<file path="src/rtl/opnd_sched_pkg.sv">
// Shared types and default constants for the operand scheduler.
package opnd_sched_pkg;

    // Default parameter values used by the top level and the bench.
    localparam int DEF_NUM_REQ    = 4;
    localparam int DEF_ITEM_WIDTH = 8;
    localparam int DEF_MAX_BURST  = 100;
    localparam int DEF_LATENCY    = 1;

    // Requester ids travel through the tag line in a fixed-width field;
    // the top level zero-extends into it and truncates on the way out.
    localparam int TAG_ID_W = 8;

    // Scheduler FSM states.
    typedef enum logic [1:0] {
        IDLE  = 2'd0,
        BURST = 2'd1,
        DRAIN = 2'd2
    } state_e;

    // One stage of the result tag line.
    typedef struct packed {
        logic                valid;
        logic [TAG_ID_W-1:0] id;
    } tag_t;

    // Index width that stays legal for a single requester.
    function automatic int clog2_min1(input int n);
        return (n > 1) ? $clog2(n) : 1;
    endfunction

endpackage

</file>
<file path="src/rtl/opnd_sched_rr_arbiter.sv">
// Combinational round-robin arbiter: picks the first requester at or
// after the pointer, wrapping around, and reports it one-hot and as index.
module rr_arbiter
    import opnd_sched_pkg::*;
#(
    parameter int N     = DEF_NUM_REQ,
    parameter int IDX_W = clog2_min1(N)
) (
    input  logic [N-1:0]     req_i,
    input  logic [IDX_W-1:0] ptr_i,
    output logic             gnt_valid_o,
    output logic [N-1:0]     gnt_onehot_o,
    output logic [IDX_W-1:0] gnt_idx_o
);

    // Scan from the pointer outward and take the first active request.
    always_comb begin
        // NOTE: every output gets a default before the loop so no path leaves one unassigned, which would infer a latch.
        gnt_valid_o  = 1'b0;
        gnt_onehot_o = '0;
        gnt_idx_o    = '0;
        for (int off = 0; off < N; off++) begin
            if (!gnt_valid_o && req_i[(int'(ptr_i) + off) % N]) begin
                gnt_valid_o                               = 1'b1;
                gnt_onehot_o[(int'(ptr_i) + off) % N]     = 1'b1;
                gnt_idx_o                                 = IDX_W'((int'(ptr_i) + off) % N);
            end
        end
    end

endmodule

</file>
<file path="src/rtl/opnd_sched.sv">
// Operand scheduler: grants one requester at a time a burst of operand
// pairs into a shared fixed-latency datapath, tags the returning results
// with the requester id and signals burst completion.
module opnd_sched
    import opnd_sched_pkg::*;
#(
    parameter  int NUM_REQ    = DEF_NUM_REQ,
    parameter  int ITEM_WIDTH = DEF_ITEM_WIDTH,
    parameter  int MAX_BURST  = DEF_MAX_BURST,
    parameter  int LATENCY    = DEF_LATENCY,
    localparam int ID_W       = clog2_min1(NUM_REQ),
    localparam int CNT_W      = $clog2(MAX_BURST + 1),
    localparam int DRN_W      = $clog2(LATENCY + 2)
) (
    input  logic                               clk_i,
    input  logic                               reset_ni,
    input  logic [NUM_REQ-1:0]                 req_valid_i,
    input  logic [NUM_REQ-1:0][ITEM_WIDTH-1:0] req_a_i,
    input  logic [NUM_REQ-1:0][ITEM_WIDTH-1:0] req_b_i,
    input  logic [NUM_REQ-1:0]                 req_last_i,
    output logic [NUM_REQ-1:0]                 req_ready_o,
    output logic [ITEM_WIDTH-1:0]              A_s,
    output logic [ITEM_WIDTH-1:0]              B_s,
    output logic                               op_valid_o,
    input  logic [ITEM_WIDTH-1:0]              res_i,
    output logic                               res_valid_o,
    output logic [ITEM_WIDTH-1:0]              res_data_o,
    output logic [ID_W-1:0]                    res_id_o,
    output logic [NUM_REQ-1:0]                 done_o
);

    // FSM state
    state_e state_q, state_d;

    // Arbitration and burst bookkeeping
    logic [ID_W-1:0]    gnt_q;
    logic [ID_W-1:0]    rr_ptr_q;
    logic [CNT_W-1:0]   cnt_q;
    logic [DRN_W-1:0]   drain_q;
    logic               by_last_q;
    logic [NUM_REQ-1:0] done_q;

    // Operand launch registers
    logic [ITEM_WIDTH-1:0] a_q, b_q;
    logic                  op_valid_q;

    // Result tag line and registered result stream
    tag_t                  tag_q [LATENCY];
    logic                  res_valid_q;
    logic [ITEM_WIDTH-1:0] res_data_q;
    logic [ID_W-1:0]       res_id_q;

    // Decoded per-cycle controls
    logic hs;
    logic hit_last;
    logic hit_trunc;
    logic burst_end;
    logic drain_end;

    // Arbiter outputs
    logic               arb_valid;
    logic [NUM_REQ-1:0] arb_onehot;
    logic [ID_W-1:0]    arb_idx;

    rr_arbiter #(
        .N     (NUM_REQ),
        .IDX_W (ID_W)
    ) u_arb (
        .req_i        (req_valid_i),
        .ptr_i        (rr_ptr_q),
        .gnt_valid_o  (arb_valid),
        .gnt_onehot_o (arb_onehot),
        .gnt_idx_o    (arb_idx)
    );

    // The one-hot view is not needed here; the registered index drives the grant.
    logic unused_onehot;
    assign unused_onehot = ^arb_onehot;

    // State register
    always_ff @(posedge clk_i or negedge reset_ni) begin
        // NOTE: sequential state uses non-blocking assignments so every flop samples the pre-edge values of its peers.
        if (!reset_ni) begin
            state_q <= IDLE;
        end else begin
            state_q <= state_d;
        end
    end

    // Next-state logic: arbitrate in IDLE, stream in BURST, wait out the pipe in DRAIN
    always_comb begin
        state_d = state_q;
        case (state_q)
            IDLE:    if (arb_valid) state_d = BURST;
            BURST:   if (burst_end) state_d = DRAIN;
            DRAIN:   if (drain_end) state_d = IDLE;
            default: state_d = IDLE;
        endcase
    end

    // Output decode: ready for the granted requester only while bursting
    always_comb begin
        req_ready_o = '0;
        hs          = 1'b0;
        hit_last    = 1'b0;
        hit_trunc   = 1'b0;
        drain_end   = 1'b0;
        case (state_q)
            BURST: begin
                req_ready_o[gnt_q] = 1'b1;
                hs                 = req_valid_i[gnt_q];
                hit_last           = hs && req_last_i[gnt_q];
                // This handshake brings the count up to the burst limit.
                hit_trunc          = hs && (cnt_q == CNT_W'(MAX_BURST - 1));
            end
            DRAIN: begin
                drain_end = (drain_q == DRN_W'(LATENCY));
            end
            default: ;
        endcase
        burst_end = hit_last || hit_trunc;
    end

    // Grant, round-robin pointer, pair counter, drain timer and done pulse
    always_ff @(posedge clk_i or negedge reset_ni) begin
        if (!reset_ni) begin
            gnt_q     <= '0;
            rr_ptr_q  <= '0;
            cnt_q     <= '0;
            drain_q   <= '0;
            by_last_q <= 1'b0;
            done_q    <= '0;
        end else begin
            done_q <= '0;
            if (state_q == IDLE && arb_valid) begin
                gnt_q <= arb_idx;
            end
            if (hs) begin
                cnt_q <= cnt_q + 1'b1;
            end
            if (burst_end) begin
                // A last that coincides with truncation still counts as a proper end.
                by_last_q <= hit_last;
                drain_q   <= '0;
            end else if (state_q == DRAIN) begin
                drain_q <= drain_q + 1'b1;
            end
            if (drain_end) begin
                rr_ptr_q <= (gnt_q == ID_W'(NUM_REQ - 1)) ? '0 : gnt_q + 1'b1;
                cnt_q    <= '0;
                drain_q  <= '0;
                if (by_last_q) begin
                    done_q[gnt_q] <= 1'b1;
                end
            end
        end
    end

    // Operand launch: capture the granted pair on handshake, otherwise hold
    always_ff @(posedge clk_i or negedge reset_ni) begin
        if (!reset_ni) begin
            a_q        <= '0;
            b_q        <= '0;
            op_valid_q <= 1'b0;
        end else begin
            op_valid_q <= hs;
            if (hs) begin
                a_q <= req_a_i[gnt_q];
                b_q <= req_b_i[gnt_q];
            end
        end
    end

    // Tag line: carries {op_valid, gnt} alongside the datapath
    always_ff @(posedge clk_i or negedge reset_ni) begin
        if (!reset_ni) begin
            // NOTE: every stage is cleared on reset; a stale valid bit here would surface as a phantom result.
            for (int i = 0; i < LATENCY; i++) begin
                tag_q[i] <= '0;
            end
        end else begin
            tag_q[0] <= '{valid: op_valid_q, id: TAG_ID_W'(gnt_q)};
            for (int i = 1; i < LATENCY; i++) begin
                tag_q[i] <= tag_q[i-1];
            end
        end
    end

    // Result register: pairs the returning datapath value with its tag
    always_ff @(posedge clk_i or negedge reset_ni) begin
        if (!reset_ni) begin
            res_valid_q <= 1'b0;
            res_data_q  <= '0;
            res_id_q    <= '0;
        end else begin
            res_valid_q <= tag_q[LATENCY-1].valid;
            res_id_q    <= tag_q[LATENCY-1].id[ID_W-1:0];
            res_data_q  <= res_i;
        end
    end

    assign A_s         = a_q;
    assign B_s         = b_q;
    assign op_valid_o  = op_valid_q;
    assign res_valid_o = res_valid_q;
    assign res_data_o  = res_data_q;
    assign res_id_o    = res_id_q;
    assign done_o      = done_q;

endmodule
</file>
<file path="config.mk">
export PLATFORM = sky130hd
export DESIGN_NAME = opnd_sched
export DESIGN_NICKNAME = d
export VERILOG_FILES = /design/src/rtl/opnd_sched_pkg.sv /design/src/rtl/opnd_sched_rr_arbiter.sv /design/src/rtl/opnd_sched.sv
export SDC_FILE = /design/constraint.sdc
export NUM_CORES = 1
export LEC_CHECK = 0
export BUFFER_PORTS_ARGS = -buffer_cell sky130_fd_sc_hd__buf_2
export CAP_MARGIN = 20
export CORE_ASPECT_RATIO = 0.8
export CORE_MARGIN = 2
export CORE_UTILIZATION = 48
export CTS_BUF_LIST = sky130_fd_sc_hd__clkbuf_4 sky130_fd_sc_hd__clkbuf_8
export DETAILED_ROUTE_END_ITERATION = 8
export GPL_TIMING_DRIVEN = 1
export PLACE_DENSITY = 0.82
export SLEW_MARGIN = 15
export SYNTH_ARGS = -nofsm -noshare
export SYNTH_HDL_FRONTEND = slang
export SYNTH_SLANG_ARGS = --single-unit
export TNS_END_PERCENT = 1
</file>
<file path="constraint.sdc">
create_clock -name clk_i -period 2.3 [get_ports clk_i]
set_input_delay 0.345 -clock clk_i [delete_from_list [all_inputs] [get_ports clk_i]]
set_output_delay 0.345 -clock clk_i [all_outputs]
set_load 0.05 [all_outputs]
</file>
==> flow_metrics.env, run 1 <==
export IMPL_status="complete, no violations"
export IMPL_grt_pass1_wl_um=9210
export IMPL_vias_per_cell=5.42
export IMPL_ant_nets=0
export IMPL_synth_seq_area_share_pct=50.0
export IMPL_hpwlAfterDp_um=4410
export IMPL_path_clk_slew_ns=0.09
export IMPL_arrival_ns=1.73
export IMPL_crit_slowest_cell="dfrtp_1"
export IMPL_port_buffers=117
export IMPL_die_x_um=85.5
export IMPL_power_frac_seq_pct=32.0
export IMPL_ys_flop_type="dfrtp_1"
export IMPL_cts_tree="done"
export IMPL_grt_pass1_vias=1974
export IMPL_setup_viol=0
export IMPL_routed_wl_um=5670
export IMPL_num_rows=23
export IMPL_netlist_area_mm2=0.00255
export IMPL_path_cells="buf_4, inv_1, ha_1, and2_1, buf_2"
export IMPL_cp_start_kind="flip-flop"
export IMPL_via_count=1967
export IMPL_grt_max_degree=26
export IMPL_ys_seq_elements=51
export IMPL_cts_buffers=5
export IMPL_num_nets_final=388
export IMPL_clk_latency_ns=0.30
export IMPL_setup_tns_ns=0
export IMPL_pwr_share_clk_pct=14.2
export IMPL_cp_num_buf_inv=3
export IMPL_htreeDepth=2
export IMPL_core_mm2=0.00506
export IMPL_powerDensity_mw_per_mm2=1380
export IMPL_syn_num_nets=267
export IMPL_avgSynthCellArea_um2=14.3
export IMPL_end_kind="output port"
export IMPL_final_cell_mix="buf_2 (117), dfrtp_1 (51), mux4_2 (18), mux2_4 (14)"
export IMPL_grt_overflow_total=0
export IMPL_track_usage_pct=19.6
export IMPL_cp_required_ns=1.96
export IMPL_drv_cap=0
export IMPL_final_common_cell="buf_2"
export IMPL_total_power_uw=4600
export IMPL_holdBufCountCts=0
export IMPL_ys_types=40
export IMPL_hold_viol=0
export IMPL_cts_root_buffer="clkbuf_8"
export IMPL_min_period_ns=2.08
export IMPL_p_leak_uw=0.00171
export IMPL_gp_congestion=0.790
export IMPL_antenna_cells=0
export IMPL_routedWlPerCell_um=15.6
export IMPL_swShare_pct=43.5
export IMPL_combPwrFrac_pct=53.8
export IMPL_die_y_um=69.2
export IMPL_final_layout_size_suffix_gt1_share_pct=54.5
export IMPL_crit_fanout=23
export IMPL_synthCells=179
export IMPL_synthArstFlopShare_pct=100
export IMPL_post_cts_resized=0
export IMPL_fillers=392
export IMPL_period_share_pct=90.4
export IMPL_critPathTopFamily="buffers and inverters"
export IMPL_criticalPathCategory="reg -> out"
export IMPL_syn_to_final_growth_pct=30.4
export IMPL_drc=0
export IMPL_yosysWarningCount=0
export IMPL_timing_fmax_mhz=481
export IMPL_ir_worst_vdd_uv=900
export IMPL_finClkSkew_ns=0.00588
export IMPL_drt_iter0_drc=48
export IMPL_p_sw_uw=2000
export IMPL_cts_setup_buffers=0
export IMPL_antenna_found_initial=0
export IMPL_max_stage_delay_ns=0.38
export IMPL_drv_slew=0
export IMPL_worstMarginPinSlew_ns=0.558
export IMPL_clk_path_buf_depth=2
export IMPL_rsz0062_at_grt="false"
export IMPL_die_area_mm2=0.00592
export IMPL_clock_sinks=51
export IMPL_firstDrtPassIters=4
export IMPL_hp_class="in -> async"
export IMPL_internal_power_uw=2600
export IMPL_initial_core_util_pct=50.4
export IMPL_num_io_pins=118
export IMPL_synth_edff_count=0
export IMPL_relSlewSlack_pct=62.3
[worst reg2reg max path: stages (launching register included)]
cell,delay (ns)
dfrtp_1,0.38
mux4_2,0.63
and2_1,0.21
buf_4,0.24
mux2_1,0.35
[power by group through the flow]
stage,Combinational (uW),Sequential (uW),Clock [uW]
final,2470,1470,651
after global routing,2660,1510,700
after CTS,2500,1470,664
after detailed placement,2500,1480,0
after global placement,2440,1470,0
after floorplan,1350,2080,0
[sequential cells by signal (all words and copies together) (netlist names), 2 cells and up]
register    count
state_q         2
cnt_q           7
res_data_o      8
drain_q         2
gnt_q           2
tag_q           3
A_s             8
done_o          4
res_id_o        2
B_s             8
rr_ptr_q        2
[routing by layer]
layer / vias to the layer above / global-route usage, % / routed length (um)
li1: 917 / - / -
met3: 6 / 3.93 / 403
met4: 0 / 6.35 / 51
met5: - / 0 / 0
met1: 962 / 26.3 / 2490
met2: 82 / 32.1 / 2730
[layout make-up]
cell class / instances / area, um2 / share of cell area [%]
Clock buffer: 6 / 82.6 / 2.48
Clock inverter: 2 / 38.8 / 1.17
Inverter: 4 / 15.0 / 0.451
Multi-Input combinational cell: 115 / 1210 / 36.3
Sequential cell: 51 / 1280 / 38.3
Tap cell: 62 / 77.6 / 2.33
Timing Repair Buffer: 123 / 631 / 18.9
[cell families after synthesis]
logic type	after synthesis	share of synthesized area, %
adders and majority gates	6	2.94
DFF	51	50.0
AOI/OAI and AO/OA	20	5.54
and+or+nand+nor	49	11.4
buffers and inverters	13	2.70
muxes	40	27.4
[synth_stat cells (all sizes together) (2+ instances only)]
cell    instances  area (um2)
and4            2        17.5
ha              6        75.1
nand3           4        20.0
inv             4        15.0
o21a            2        15.0
mux2i           5        50.1
clkbuf          3        11.3
nor4b           2        17.5
and3b           2        17.5
nand2b          5        31.3
and3            7        43.8
nor2            3        11.3
and2            6        37.5
o21ai           2        10.0
o41ai           2        17.5
buf             6        42.5
mux4           18         405
nand2           7        26.3
a21oi           5        25.0
nand4           3        18.8
or2             2        12.5
dfrtp          51        1280
mux2           17         244
nor2b           2        12.5
[final timing paths]
check                                startpoint                      end  slack, ns  depth (start not counted)
hold / removal                         reset_ni     cnt_q[6]$_DFFE_PN0P_       0.02                          1
min in group clk_i                     res_i[7]  res_data_o[7]$_DFF_PN0_       0.14                          1
setup reg to reg           gnt_q[0]$_DFFE_PN0P_       A_s[3]$_DFFE_PN0P_       0.38                          4
max in group asynchronous              reset_ni       A_s[0]$_DFFE_PN0P_       1.66                          2
setup / recovery           gnt_q[0]$_DFFE_PN0P_           req_ready_o[0]       0.22                          5
hold reg to reg              tag_q[1]$_DFF_PN0_    res_id_o[1]$_DFF_PN0_       0.36                          0
[metrics by stage]
step / hold WS [ns] / cells / setup slack, ns / area (um2) / utilization [%]
floorplan: 0.0494 / 179 / 0.435 / 2550 / -
global placement: 0.333 / 355 / 0.342 / 3210 / 63.3
detailed placement: 0.336 / 355 / 0.292 / 3210 / 63.3
CTS: 0.0278 / 363 / 0.178 / 3330 / 65.7
global route: 0.0493 / 363 / 0.0398 / 3330 / 65.7
finish: 0.0176 / 363 / 0.221 / 3330 / 65.7
(Power assumes the default switching activity.)
==> inputs of run 2 (changes only) <==
--- a/config.mk
+++ b/config.mk
@@ -14,6 +14,7 @@
 export DETAILED_ROUTE_END_ITERATION = 8
 export GPL_TIMING_DRIVEN = 1
 export PLACE_DENSITY = 0.82
+export REMOVE_ABC_BUFFERS = 1
 export SLEW_MARGIN = 15
 export SYNTH_ARGS = -nofsm -noshare
 export SYNTH_HDL_FRONTEND = slang
==> constraint.sdc (replaced) <==
create_clock -name clk_i -period 2 [get_ports clk_i]
set_input_delay 0.3 -clock clk_i [delete_from_list [all_inputs] [get_ports clk_i]]
set_output_delay 0.3 -clock clk_i [all_outputs]
set_load 0.05 [all_outputs]
==> flow_metrics.env, run 2 (same netlist as run 1, synthesis figures left out) <==
export IMPL_vias_per_cell=5.47
export IMPL_cts_tree="done"
export IMPL_hp_class="in -> async"
export IMPL_r2r_start="gnt_q[0]$_DFFE_PN0P_"
export IMPL_multi_input_area_mm2=0.00121
export IMPL_port_buffers=117
export IMPL_holdBufCountCts=0
export IMPL_die_area_mm2=0.00592
export IMPL_p_leak_uw=0.00171
export IMPL_final_common_cell="buf_2"
export IMPL_stdcell_area_mm2=0.00336
export IMPL_timing_critical_path_from="gnt_q[0]$_DFFE_PN0P_"
export IMPL_clock_sinks=51
export IMPL_antenna_cells=0
export IMPL_path_clk_slew_ns=0.09
export IMPL_criticalPathCategory="reg -> out"
export IMPL_clk_latency_ns=0.30
export IMPL_final_layout_size_suffix_gt1_share_pct=54.5
export IMPL_status="complete, but fails checks"
export IMPL_dpl_cell_area_mm2=0.00325
export IMPL_drv_cap=0
export IMPL_fillers=408
export IMPL_hpwlAfterDp_um=4580
export IMPL_post_cts_resized=0
export IMPL_seq_area_mm2=0.00128
export IMPL_rsz0062_at_grt="false"
export IMPL_clk_path_buf_depth=2
export IMPL_grt_overflow_total=0
export IMPL_setup_viol=0
export IMPL_utilization_pct=66.3
export IMPL_cp_required_ns=1.70
export IMPL_num_io_pins=118
export IMPL_final_cell_mix="buf_2 (117), dfrtp_1 (51), mux4_2 (18), mux2_4 (14)"
export IMPL_routedWlPerCell_um=16.4
export IMPL_timing_fmax_mhz=533
export IMPL_end_kind="output port"
export IMPL_powerDensity_mw_per_mm2=1600
export IMPL_grt_max_degree=30
export IMPL_cts_buffers=5
export IMPL_r2r_end="A_s[3]$_DFFE_PN0P_"
export IMPL_ir_worst_vdd_uv=1280
export IMPL_period_share_pct=93.8
export IMPL_drv_slew=0
export IMPL_grt_pass1_vias=2085
export IMPL_finClkSkew_ns=0.00269
export IMPL_r2r_setup_slack_ns=0.17
export IMPL_crit_fanout=23
export IMPL_arrival_ns=1.58
export IMPL_num_nets_final=389
export IMPL_grt_pass1_wl_um=9930
export IMPL_via_count=1987
export IMPL_initial_core_util_pct=50.4
export IMPL_cts_setup_buffers=0
export IMPL_track_usage_pct=20.9
export IMPL_worstMarginPinSlew_ns=0.597
export IMPL_timing_hold_ws_ns=-0.00729
export IMPL_routed_wl_um=5960
export IMPL_firstDrtPassIters=4
export IMPL_core_mm2=0.00506
export IMPL_gp_congestion=0.835
export IMPL_cp_start_kind="flip-flop"
export IMPL_drc=0
export IMPL_cts_root_buffer="clkbuf_8"
export IMPL_drt_iter0_drc=70
export IMPL_die_x_um=85.5
export IMPL_endpoint="req_ready_o[0]"
export IMPL_rr_worst_depth=4
export IMPL_min_period_ns=1.88
export IMPL_num_rows=23
export IMPL_relSlewSlack_pct=59.6
export IMPL_htreeDepth=2
export IMPL_die_y_um=69.2
export IMPL_hold_viol=20
export IMPL_antenna_found_initial=0
export IMPL_syn_to_final_growth_pct=31.6
export IMPL_violations="negative hold slack"
export IMPL_ant_nets=0
==> run 2: cell count changes in the layout (fill, tap and decap cells not counted) <==
| cell | change |
|---|---|
| buf_4 | -2 |
| clkinvlp_4 | +1 |
| buf_12 | +3 |
| inv_6 | -1 |
| clkbuf_8 | -1 |
==> run 2: routing by layer <==
metal / vias up / global-route usage [%] / wire length, um / share of wire, %
met5: - / 0 / 0 / 0
met4: 0 / 3.35 / 4 / 0.067
met3: 2 / 4.76 / 409 / 6.9
met2: 84 / 34.3 / 2950 / 50
met1: 987 / 29.4 / 2590 / 44
li1: 914 / - / - / -
==> run 2: how the worst min path moves through the flow <==
stage               cells after the start                 endpoint
global route                            1      done_o[0]$_DFF_PN0_
finish                                  1  res_data_o[6]$_DFF_PN0_
floorplan                               0       A_s[0]$_DFFE_PN0P_
CTS                                     1  res_data_o[7]$_DFF_PN0_
detailed placement                      1  res_data_o[7]$_DFF_PN0_
global placement                        1  res_data_o[7]$_DFF_PN0_
==> run 2: cell type report <==
cell class | count | area share (%)
flip-flops and latches | 51 | 38.0
clock inverters | 2 | 1.12
inverters | 4 | 0.447
well taps | 62 | 2.31
multi-input cells | 115 | 36.0
repair buffers | 124 | 20.1
clock buffers | 5 | 2.05
==> run 2: metrics by stage <==
step | TNS (ns) | instances | worst slack (ns) | power (uW)
after CTS | 0 | 363 | 0.0939 | 5410
final | 0 | 363 | 0.124 | 5360
after global routing | 0 | 363 | 0.0183 | 5700
after global placement | 0 | 356 | 0.208 | 4590
after detailed placement | 0 | 356 | 0.176 | 4700
after floorplan | -15.49 | 170 | -0.746 | 3860
==> run 2: where the power goes <==
part	internal, uW	switching, uW	total [uW]	leakage, uW
clock	366	329	694	0.0000502
combinational	1240	1740	2970	0.00104
sequential	1420	279	1700	0.000619
==> run 2: critical path, cell delays in order (launching register included) <==
cell and delay, ns:
dfrtp_1 0.42, buf_12 0.22, inv_1 0.09, ha_1 0.21, and2_1 0.13, buf_2 0.20
==> inputs of run 3 (changes only) <==
--- a/config.mk
+++ b/config.mk
@@ -5,15 +5,16 @@
 export SDC_FILE = /design/constraint.sdc
 export NUM_CORES = 1
 export LEC_CHECK = 0
-export BUFFER_PORTS_ARGS = -buffer_cell sky130_fd_sc_hd__buf_2
 export CAP_MARGIN = 20
 export CORE_ASPECT_RATIO = 0.8
 export CORE_MARGIN = 2
-export CORE_UTILIZATION = 48
+export CORE_UTILIZATION = 50
 export CTS_BUF_LIST = sky130_fd_sc_hd__clkbuf_4 sky130_fd_sc_hd__clkbuf_8
 export DETAILED_ROUTE_END_ITERATION = 8
+export DONT_BUFFER_PORTS = 1
 export GPL_TIMING_DRIVEN = 1
-export PLACE_DENSITY = 0.82
+export MAX_ROUTING_LAYER = met4
+export PLACE_DENSITY = 0.62
 export REMOVE_ABC_BUFFERS = 1
 export SLEW_MARGIN = 15
 export SYNTH_ARGS = -nofsm -noshare
==> flow_metrics.env, run 3 (same netlist as run 1, synthesis figures left out) <==
export IMPL_cp_start_kind="flip-flop"
export IMPL_routedWlPerCell_um=20.0
export IMPL_hp_class="in -> reg"
export IMPL_worstMarginPinSlew_ns=0.625
export IMPL_die_y_um=67.9
export IMPL_cts_buffers=5
export IMPL_core_mm2=0.00498
export IMPL_vias_per_cell=6.11
export IMPL_preCtsSetupSlack_ns=0.218
export IMPL_relSlewSlack_pct=57.8
export IMPL_min_period_ns=1.83
export IMPL_powerDensity_mw_per_mm2=1730
export IMPL_track_usage_pct=18.7
export IMPL_internal_power_uw=2750
export IMPL_initial_core_util_pct=51.3
export IMPL_pwr_share_clk_pct=12.5
export IMPL_cts_tree="done"
export IMPL_hpwlAfterDp_um=3750
export IMPL_busiest_layer="met2"
export IMPL_clk_path_buf_depth=2
export IMPL_ant_nets=0
export IMPL_end_kind="output port"
export IMPL_drv_slew=0
export IMPL_use_met3_pct=5.55
export IMPL_rsz0062_at_grt="false"
export IMPL_grt_pass1_vias=1523
export IMPL_drv_cap=0
export IMPL_utilization_pct=58.3
export IMPL_die_area_mm2=0.00570
export IMPL_ir_worst_vdd_uv=855
export IMPL_p_sw_uw=2260
export IMPL_gp_congestion=0.847
export IMPL_status="complete, no violations"
export IMPL_antenna_cells=0
export IMPL_clock_sinks=51
export IMPL_finClkSkew_ns=0.00732
export IMPL_crit_fanout=23
export IMPL_hold_viol=0
export IMPL_path_clk_slew_ns=0.09
export IMPL_num_io_pins=118
export IMPL_holdPathStages=2
export IMPL_criticalPathCategory="reg -> out"
export IMPL_via_count=1582
export IMPL_firstDrtPassIters=4
export IMPL_arrival_ns=1.53
export IMPL_rr_worst_depth=4
export IMPL_antenna_found_initial=0
export IMPL_final_common_cell="dfrtp_1"
export IMPL_setup_viol=0
export IMPL_final_cell_mix="dfrtp_1 (51), mux4_2 (18), mux2_4 (14), dlygate4sd3_1 (9)"
export IMPL_power_frac_seq_pct=49.5
export IMPL_swShare_pct=45.2
export IMPL_htreeDepth=2
export IMPL_grt_max_degree=52
export IMPL_syn_to_final_growth_pct=13.6
export IMPL_period_share_pct=91.4
export IMPL_die_x_um=83.9
export IMPL_cts_root_buffer="clkbuf_8"
export IMPL_cp_required_ns=1.70
export IMPL_final_layout_size_suffix_gt1_share_pct=26.9
export IMPL_clk_latency_ns=0.30
export IMPL_setup_tns_ns=0
export IMPL_use_met2_pct=27.9
export IMPL_timing_fmax_mhz=547
export IMPL_combPwrFrac_pct=38.0
export IMPL_grt_overflow_total=0
export IMPL_grt_pass1_wl_um=7900
export IMPL_routed_wl_um=5180
export IMPL_port_buffers=0
export IMPL_p_leak_uw=0.00129
export IMPL_layout_setup_ws_ns=0.172
export IMPL_drt_iter0_drc=61
export IMPL_num_rows=23
export IMPL_num_nets_final=284
export IMPL_drc=0
export IMPL_grt_use_met1_pct=25.2
[run 3: timing repair]
action,in CTS,in global routing
buffers inserted,0,0
hold buffers,2,8
endpoints found under the setup margin,0,2
resized for setup,0,2
endpoints found under the hold margin,51,8
[run 3: path summary, 6_finish.rpt]
path,startpoint,slack [ns],endpoint
worst max-delay path,gnt_q[0]$_DFFE_PN0P_,0.17,req_ready_o[3]
worst min-delay path,req_valid_i[3],0.20,gnt_q[1]$_DFFE_PN0P_
worst max register to register,gnt_q[0]$_DFFE_PN0P_,0.23,A_s[2]$_DFFE_PN0P_
worst min register to register,tag_q[0]$_DFF_PN0_,0.36,res_id_o[0]$_DFF_PN0_
max in group asynchronous,reset_ni,1.26,gnt_q[1]$_DFFE_PN0P_
min in group asynchronous,reset_ni,0.51,B_s[0]$_DFFE_PN0P_
[run 3: final cells by class]
class	instances	area (um2)
fill	396	2080
sequential	51	1280
multi-input combinational	115	1210
timing repair buffer	19	223
clock buffer	6	82.6
tap	62	77.6
clock inverter	2	16.3
inverter	4	15.0
[run 3: stage by stage]
step / instances / hold WS [ns] / instance area, um2 / power [uW]
6_report: 259 / 0.201 / 2900 / 5010
5_1_grt: 259 / 0.196 / 2900 / 5320
4_1_cts: 251 / 0.00875 / 2820 / 5050
3_5_place_dp: 241 / 0.00548 / 2680 / 4380
3_3_place_gp: 241 / 0.00552 / 2680 / 4290
2_1_floorplan: 170 / 0.00441 / 2500 / 3860
[run 3: power groups by stage]
stage	Sequential [uW]	Clock (uW)	Combinational, uW
6_report	2480	627	1900
5_1_grt	2540	694	2080
4_1_cts	2490	650	1910
3_5_place_dp	2510	0	1870
3_3_place_gp	2490	0	1800
2_1_floorplan	2500	0	1370
[run 3: layer usage]
layer / vias up / wire length (um)
met5: - / 0
met4: 0 / 38
met3: 5 / 402
met2: 69 / 2450
met1: 802 / 2280
li1: 706 / -
[run 3: worst max-delay path, stage by stage, from the launching register on]
cell	delay, ns
dfrtp_1	0.42
buf_12	0.22
ha_1	0.23
and2_1	0.20
buf_12	0.15
